### src/rtl/ibex_dmem_req.sv
// LSU-to-SRAM data request sequencer: splits misaligned accesses into two word
// transactions, steers byte lanes, and assembles/sign-extends load results.
module ibex_dmem_req #(
    parameter int unsigned SRAM_AW = 10
) (
    input  logic               clk_i,
    input  logic               rst_ni,
    input  logic               cmd_valid_i,
    output logic               cmd_ready_o,
    input  logic               cmd_we_i,
    input  logic [1:0]         cmd_type_i,
    input  logic               cmd_sext_i,
    input  logic [31:0]        cmd_addr_i,
    input  logic [31:0]        cmd_wdata_i,
    output logic               resp_valid_o,
    output logic [31:0]        resp_rdata_o,
    output logic               resp_split_o,
    output logic               sram_req_o,
    output logic               sram_we_o,
    output logic [3:0]         sram_be_o,
    output logic [SRAM_AW-1:0] sram_addr_o,
    output logic [31:0]        sram_wdata_o,
    input  logic               sram_gnt_i,
    input  logic               sram_rvalid_i,
    input  logic [31:0]        sram_rdata_i
);

    typedef enum logic [2:0] {
        S_IDLE, S_REQ1, S_WAIT1, S_REQ2, S_WAIT2, S_RESP
    } state_t;

    state_t r_state, w_next;

    logic               r_we, r_sext, r_split, r_sram_req, r_sram_we;
    logic [1:0]         r_type, r_off;
    logic [3:0]         r_be_hi, r_sram_be;
    logic [31:0]        r_wdata_hi, r_sram_wdata, r_rd1, r_rd2;
    logic [SRAM_AW-1:0] r_sram_addr;

    logic [1:0]  w_off;
    logic [3:0]  w_mask;
    logic [7:0]  w_lanes;
    logic [63:0] w_wdata64;
    logic [31:0] w_rdw, w_ld;
    logic        w_unused_addr;

    assign w_off         = cmd_addr_i[1:0];
    assign w_lanes       = {4'b0000, w_mask} << w_off;
    assign w_wdata64     = {32'h0, cmd_wdata_i} << {w_off, 3'b000};
    assign w_unused_addr = ^cmd_addr_i[31:SRAM_AW+2];

    always_comb begin
        w_mask = 4'b1111;
        case (cmd_type_i)
            2'b10:   w_mask = 4'b0001;
            2'b01:   w_mask = 4'b0011;
            default: w_mask = 4'b1111;
        endcase
    end

    always_comb begin
        w_next = r_state;
        case (r_state)
            S_IDLE:  if (cmd_valid_i)   w_next = S_REQ1;
            S_REQ1:  if (sram_gnt_i)    w_next = S_WAIT1;
            S_WAIT1: if (sram_rvalid_i) w_next = r_split ? S_REQ2 : S_RESP;
            S_REQ2:  if (sram_gnt_i)    w_next = S_WAIT2;
            S_WAIT2: if (sram_rvalid_i) w_next = S_RESP;
            S_RESP:  w_next = S_IDLE;
            default: w_next = S_IDLE;
        endcase
    end

    // Lanes spilling past bit 3 of the shifted mask are what force a second transaction.
    always_ff @(posedge clk_i or negedge rst_ni) begin
        if (!rst_ni) begin
            r_state      <= S_IDLE;
            r_we         <= 1'b0;
            r_sext       <= 1'b0;
            r_split      <= 1'b0;
            r_type       <= '0;
            r_off        <= '0;
            r_be_hi      <= '0;
            r_wdata_hi   <= '0;
            r_rd1        <= '0;
            r_rd2        <= '0;
            r_sram_req   <= 1'b0;
            r_sram_we    <= 1'b0;
            r_sram_be    <= '0;
            r_sram_addr  <= '0;
            r_sram_wdata <= '0;
        end else begin
            r_state    <= w_next;
            r_sram_req <= (w_next == S_REQ1) || (w_next == S_REQ2);
            case (r_state)
                S_IDLE: begin
                    if (cmd_valid_i) begin
                        r_we         <= cmd_we_i;
                        r_type       <= cmd_type_i;
                        r_sext       <= cmd_sext_i;
                        r_off        <= w_off;
                        r_split      <= |w_lanes[7:4];
                        r_be_hi      <= w_lanes[7:4];
                        r_wdata_hi   <= w_wdata64[63:32];
                        r_rd1        <= '0;
                        r_rd2        <= '0;
                        r_sram_we    <= cmd_we_i;
                        r_sram_be    <= w_lanes[3:0];
                        r_sram_addr  <= cmd_addr_i[SRAM_AW+1:2];
                        r_sram_wdata <= w_wdata64[31:0];
                    end
                end
                S_WAIT1: begin
                    if (sram_rvalid_i) begin
                        r_rd1 <= sram_rdata_i;
                        if (r_split) begin
                            r_sram_be    <= r_be_hi;
                            r_sram_addr  <= r_sram_addr + 1'b1;
                            r_sram_wdata <= r_wdata_hi;
                        end
                    end
                end
                S_WAIT2: begin
                    if (sram_rvalid_i) r_rd2 <= sram_rdata_i;
                end
                default: ;
            endcase
        end
    end

    assign w_rdw = 32'({r_rd2, r_rd1} >> {r_off, 3'b000});

    always_comb begin
        w_ld = w_rdw;
        case (r_type)
            2'b10:   w_ld = {{24{r_sext & w_rdw[7]}}, w_rdw[7:0]};
            2'b01:   w_ld = {{16{r_sext & w_rdw[15]}}, w_rdw[15:0]};
            default: w_ld = w_rdw;
        endcase
    end

    assign cmd_ready_o  = rst_ni && (r_state == S_IDLE);
    assign resp_valid_o = (r_state == S_RESP);
    assign resp_rdata_o = (resp_valid_o && !r_we) ? w_ld : '0;
    assign resp_split_o = resp_valid_o && r_split;
    assign sram_req_o   = r_sram_req;
    assign sram_we_o    = r_sram_we;
    assign sram_be_o    = r_sram_be;
    assign sram_addr_o  = r_sram_addr;
    assign sram_wdata_o = r_sram_wdata;

endmodule
### config.mk
export PLATFORM = sky130hd
export DESIGN_NAME = ibex_dmem_req
export DESIGN_NICKNAME = d
export VERILOG_FILES = /design/src/rtl/ibex_dmem_req.sv
export SDC_FILE = /design/constraint.sdc
export NUM_CORES = 1
export LEC_CHECK = 0
export BUFFER_PORTS_ARGS = -buffer_cell sky130_fd_sc_hd__buf_4
export CORE_ASPECT_RATIO = 0.9
export CORE_MARGIN = 2
export CORE_UTILIZATION = 24
export CTS_BUF_LIST = sky130_fd_sc_hd__clkbuf_8
export CTS_CLUSTER_SIZE = 16
export DETAILED_ROUTE_END_ITERATION = 8
export PLACE_DENSITY_LB_ADDON = 0.05
export SYNTH_ARGS = -nofsm -noshare
export SYNTH_HDL_FRONTEND = slang
export SYNTH_SLANG_ARGS = --single-unit
export TNS_END_PERCENT = 5
### constraint.sdc
create_clock -name clk_i -period 3 [get_ports clk_i]
set_input_delay 0.45 -clock clk_i [delete_from_list [all_inputs] [get_ports clk_i]]
set_output_delay 0.45 -clock clk_i [all_outputs]
set_load 0.02 [all_outputs]
Word-level counts from Yosys, hierarchy flattened
Cells that the tools add are included.
{"block": "word_totals", "regBits": 157, "elab_cells": 74}
{"block": "op_classes", "bitwise": 2, "n_reduce_logical": 13, "addsub": 1, "shifts": 3, "eq_ne": 15, "mux": 26}
{"op": "$pmux W32 S2", "n": 4}
{"op": "$mux W32", "n": 6}
{"op": "$shl A32 B5 Y64", "n": 1}
{"op": "$shr A64 B5 Y32", "n": 1}
{"op": "$mux W10", "n": 3}
{"op": "$pmux W10 S2", "n": 1}
{"op": "$mux W3", "n": 6}
{"op": "$pmux W4 S2", "n": 2}
{"op": "$pmux W3 S5", "n": 1}
{"op": "$mux W4", "n": 3}
{"op": "$add A10 B1 Y10 const B", "n": 1}
{"op": "$eq A3 B2 Y1 const B", "n": 3}
{"op": "$ne A2 B2 Y1 const B", "n": 4}
{"op": "$shl A4 B2 Y8", "n": 1}
{"op": "$eq A3 B1 Y1 const B", "n": 2}
{"op": "$eq A3 B3 Y1 const B", "n": 2}
{"op": "$reduce_and A3 Y1", "n": 2}
{"op": "$eq A2 B1 Y1 const B", "n": 2}
{"op": "$eq A2 B2 Y1 const B", "n": 2}
{"op": "$reduce_and A4 Y1", "n": 1}
{"op": "$reduce_bool A2 Y1", "n": 2}
{"op": "$reduce_or A4 Y1", "n": 1}
{"op": "$logic_and A1 B1 Y1", "n": 3}
{"op": "$logic_not A3 Y1", "n": 1}
{"op": "4 further kinds", "n": 5}

Logic depth before layout (Yosys ltp)
{"block": "logic_depth", "ltp_word": 5, "depth_mapped": 7, "ltp_nobuf": 6}

Worst setup path after synthesis
No wires, ideal clock.
{"block": "synth_path", "path_kind": "register to output", "start": "register r_state[1]", "end": "output resp_rdata_o[7]", "path_buffers": 2, "slack_ns": 0.787, "path_stages_with_launch": 6, "required_time_ns": 2.550, "arrival_time_ns": 1.763, "cell_sequence": "dfrtp_1 buf_2 nand3b_1 or2_2 clkbuf_1 a211oi_1"}
{"block": "synth_between", "elab_chain_len": 3}
{"item": "start: declaration", "line": "32", "text": "state_t r_state, w_next;"}
{"item": "start signal: assignment", "line": "93", "text": "r_state <= w_next;"}
{"item": "$eq A3 B3 Y1", "line": "143", "text": "assign resp_valid_o = (r_state == S_RESP);"}
{"item": "$logic_and A1 B1 Y1", "line": "144", "text": "assign resp_rdata_o = (resp_valid_o && !r_we) ? w_ld : '0;"}
{"item": "$mux W32", "line": "144"}
{"item": "end: declaration", "line": "16", "text": "output logic [31:0] resp_rdata_o,"}
No other way between the ends.

Final worst setup path
{"block": "layout_path", "start": "register r_rd1[31]", "end": "output resp_rdata_o[17]"}
{"block": "layout_between", "elab_chain_len": 4, "elab_cells_between_ends": 5, "classes_between": "shift (1); mux (2); bitwise (2)"}
{"item": "start: declaration", "line": "37", "text": "logic [31:0] r_wdata_hi, r_sram_wdata, r_rd1, r_rd2;"}
{"item": "start signal: assignment", "line": "115", "text": "r_rd1 <= sram_rdata_i;"}
{"item": "$shr A64 B5 Y32 *", "line": "131", "text": "assign w_rdw = 32'({r_rd2, r_rd1} >> {r_off, 3'b000});"}
{"item": "$and A1 B1 Y1 (on tied branches)", "line": "137, 136"}
{"item": "$pmux W32 S2 *", "line": "135", "text": "case (r_type)"}
{"item": "$mux W32 *", "line": "144"}
Every way passes the cells marked *; elsewhere a longest branch is shown, timed or not.

==> impl_metrics.py <==
metrics = {
    "cells_and_area": {
        "area_growth_pct": 28.0,
        "final_util": 0.314,
        "n_fill_cell": 3270,
        "nNetsFinal": 1033,
        "final_layout_size_suffix_gt1_frac": 0.304,
    },
    "detailed_routing": {
        "ant_nets": 0,
        "drc": 0,
        "drtPass1Iterations": 5,
        "wl_met1_um": 13800,
        "drt_first_iter_violations": 308,
        "via_per_inst": 4.76,
        "drt-wirelength-per-cell_um": 20.0,
        "num_vias": 6409,
        "top_layer": "met5",
        "met3_length_um": 1340,
        "wl_met2_um": 11500,
        "routed_wl_um": 26900,
    },
    "global_route": {
        "gr-total-overflow": 0,
        "antenna_found_initial": 3,
        "grt_pass1_vias": 6536,
        "grt_pass1_wl_um": 41300,
        "grt_max_degree": 100,
        "grt_usage": 0.165,
    },
    "sta": {
        "tns_ns": 0,
        "fin_crit_ns": 2.83,
        "slew_headroom": 0.288,
        "skew_ns": 0.0182,
        "rsz0062_at_grt": "false",
        "finalSetupViolCount": 0,
        "timing.final.ws_setup_ns": 0.166,
        "worstMarginPinSlew_ns": 1.07,
        "finalMaxSlewViolations": 0,
        "post-route-period-util": 0.945,
        "hold_viol_final": 0,
        "fmax_mhz": 353,
    },
    "synthesis": {
        "synth_ff_type": "dfrtp_1",
        "syn_area_mm2": 0.00763,
        "yosysTopAreaCell": "dfrtp_1",
        "avgSynthCellArea_um2": 9.71,
        "netlist.area_leader.share": 0.459,
        "synth_edf_count": 0,
        "ys_ff_latch": 140,
        "synth_most_common_cell": "nand2_1",
        "synthTopCellsByArea": "dfrtp_1 (46%), mux4_2 (8.9%), nand2_1 (7.3%)",
        "yosysWarnings": 0,
        "synthArstFlopShare": 1.00,
        "syn-num-nets": 895,
        "ys_seq_area_frac": 0.459,
        "synthCells": 786,
        "synthDistinctLibCells": 49,
        "ys_top_cells_by_count": "nand2_1 (148), dfrtp_1 (140), o21ai_0 (75), a21oi_1 (49), clkbuf_1 (38)",
    },
    "clocking": {
        "post_cts_buffers": 0,
        "clk_pin_slew_ns": 0.09,
        "clockRootBuffer": "clkbuf_8",
        "clock_latency_ns": 0.46,
        "clockBufferDepth": 2,
        "htreeDepth": 4,
        "cts_tree": "built",
        "cts_buffers": 17,
        "clock_sinks": 140,
    },
    "floorplan": {
        "die_x_um": 192,
        "io_pins": 188,
        "rows": 61,
        "fp.dieArea_mm2": 0.0333,
        "die_height_um": 173,
        "core_area_mm2": 0.0311,
        "initial_core_util": 0.245,
    },
    "critical_path": {
        "required_ns": 2.55,
        "startpoint": "r_rd1[31]",
        "crit_path_start_kind": "flop",
        "r2r_end": "r_rd2[18]",
        "worstRegToRegCells": 4,
        "crit_type": "reg -> out",
        "critPathSlowestCell": "mux4_2",
        "cp_slowest_stage_delay_ns": 0.53,
        "reg2reg_setup_slack_ns": 0.76,
        "path_max_fanout": 16,
        "endpoint_kind": "output port",
        "cp.arrival_ns": 2.38,
        "path_common_cell": "buf_4",
        "path_cells": "mux4_2 > and3_4 > o31ai_4 > buf_4 > a21oi_1 > buf_4",
        "cp-endpoint": "resp_rdata_o[17]",
        "r2r-start": "r_state[1]",
    },
    "power": {
        "ir_drop_uv": 429,
        "p_per_area_mw_per_mm2": 966,
        "leakage_nw": 4.45,
    },
    "hold_path": {
        "min_path_type": "in -> reg",
    },
    "placed_design": {
        "dp_slack_ns": 0.592,
        "portBuffers": 167,
        "gp_congestion": 0.760,
        "hpwl_um": 18800,
    },
    "run_status": {
        "status": "finished clean",
    },
    "flow_run": {
        "maxCapViolCount": 0,
    },
}
[sequential cells by signal, indices dropped and copies added (netlist names), 2 cells and up]
| signal | flops |
|---|---|
| r_be_hi | 3 |
| r_off | 2 |
| r_rd1 | 32 |
| r_rd2 | 24 |
| r_state | 3 |
| r_type | 2 |
| r_wdata_hi | 24 |
| sram_addr_o | 10 |
| sram_be_o | 4 |
| sram_wdata_o | 32 |
[worst min-delay path by stage]
| stage | slack [ns] | cells after the start | startpoint | end |
|---|---|---|---|---|
| global placement | 0.41 | 1 | rst_ni | sram_req_o |
| floorplan | 0.15 | 0 | rst_ni | r_be_hi[0] |
| detailed placement | 0.41 | 1 | rst_ni | sram_req_o |
| finish | 0.21 | 2 | sram_rdata_i[29] | r_rd1[29] |
| CTS | 0.17 | 2 | sram_rdata_i[26] | r_rd1[26] |
| global route | 0.16 | 2 | sram_rdata_i[29] | r_rd1[29] |
[critical path: cells and delay by family, from the launching register on]
family,cells,cell delay [ns]
multiplexers,1,0.53
flip-flops,1,0.43
AO/OA/AOI/OAI,2,0.29
buffers and inverters,2,0.46
AND/OR/NAND/NOR,1,0.21
[through the flow]
step / power (W) / area (µm²) / cells / hold WS, ns
4_1_cts: 0.00959 / 9770 / 1346 / 0.174
3_5_place_dp: 0.00770 / 9300 / 1313 / 0.414
3_3_place_gp: 0.00769 / 9300 / 1313 / 0.409
2_1_floorplan: 0.00599 / 7630 / 786 / 0.154
5_1_grt: 0.0102 / 9770 / 1347 / 0.165
6_report: 0.00944 / 9770 / 1347 / 0.208
[final cells by class]
| cell class | count | area [µm²] | area share |
|---|---|---|---|
| flip-flops and latches | 140 | 3510 | 0.359 |
| clock buffers | 17 | 234 | 0.0239 |
| diodes | 1 | 2.50 | 0.000256 |
| clock inverters | 15 | 221 | 0.0227 |
| multi-input cells | 551 | 3750 | 0.383 |
| inverters | 24 | 90.1 | 0.00922 |
| repair buffers | 190 | 1460 | 0.150 |
| well taps | 409 | 512 | 0.0524 |
[cell families after synthesis]
logic type	Yosys count	synth area share
AO/OA/AOI/OAI	215	0.180
adder cells (fa/ha/maj)	4	0.00656
buffers and inverters	95	0.0528
flip-flops	140	0.459
multiplexers	72	0.149
AND/OR/NAND/NOR	260	0.153
[cells in the final DEF (no fill, tap or decap), types with 5 or more instances in the layout]
master	n
a221oi_1	9
mux2i_1	20
nor2_1	29
o21ai_0	75
bufinv_16	5
buf_4	185
dfrtp_1	138
o31ai_1	9
nor3_1	12
nand3_1	30
clkbuf_8	17
nand3b_1	11
inv_1	26
and2_1	10
mux2_2	21
nand2_1	148
mux4_2	30
a22o_1	32
o211ai_1	8
a21oi_1	48
a22oi_1	9
[routing by layer]
| layer | GRT usage | vias up |
|---|---|---|
| met4 | 0.0337 | 4 |
| li1 | - | 3091 |
| met5 | 0 | - |
| met3 | 0.0422 | 12 |
| met1 | 0.249 | 3163 |
| met2 | 0.237 | 139 |
[where the power goes]
group	internal [W]	leakage (nW)	switching, W
registers	0.00263	1.80	0.000663
clock network	0.000993	0.230	0.000846
logic	0.00180	2.42	0.00251
total	0.00543	4.45	0.00401
[timing repair]
action | in CTS | in global routing
gates resized for setup | 0 | 2
endpoints found under the hold margin | 41 | 0
hold buffers | 1 | 0
setup endpoints to repair | 0 | 14
Note: power is estimated with default switching activity, not from simulation.
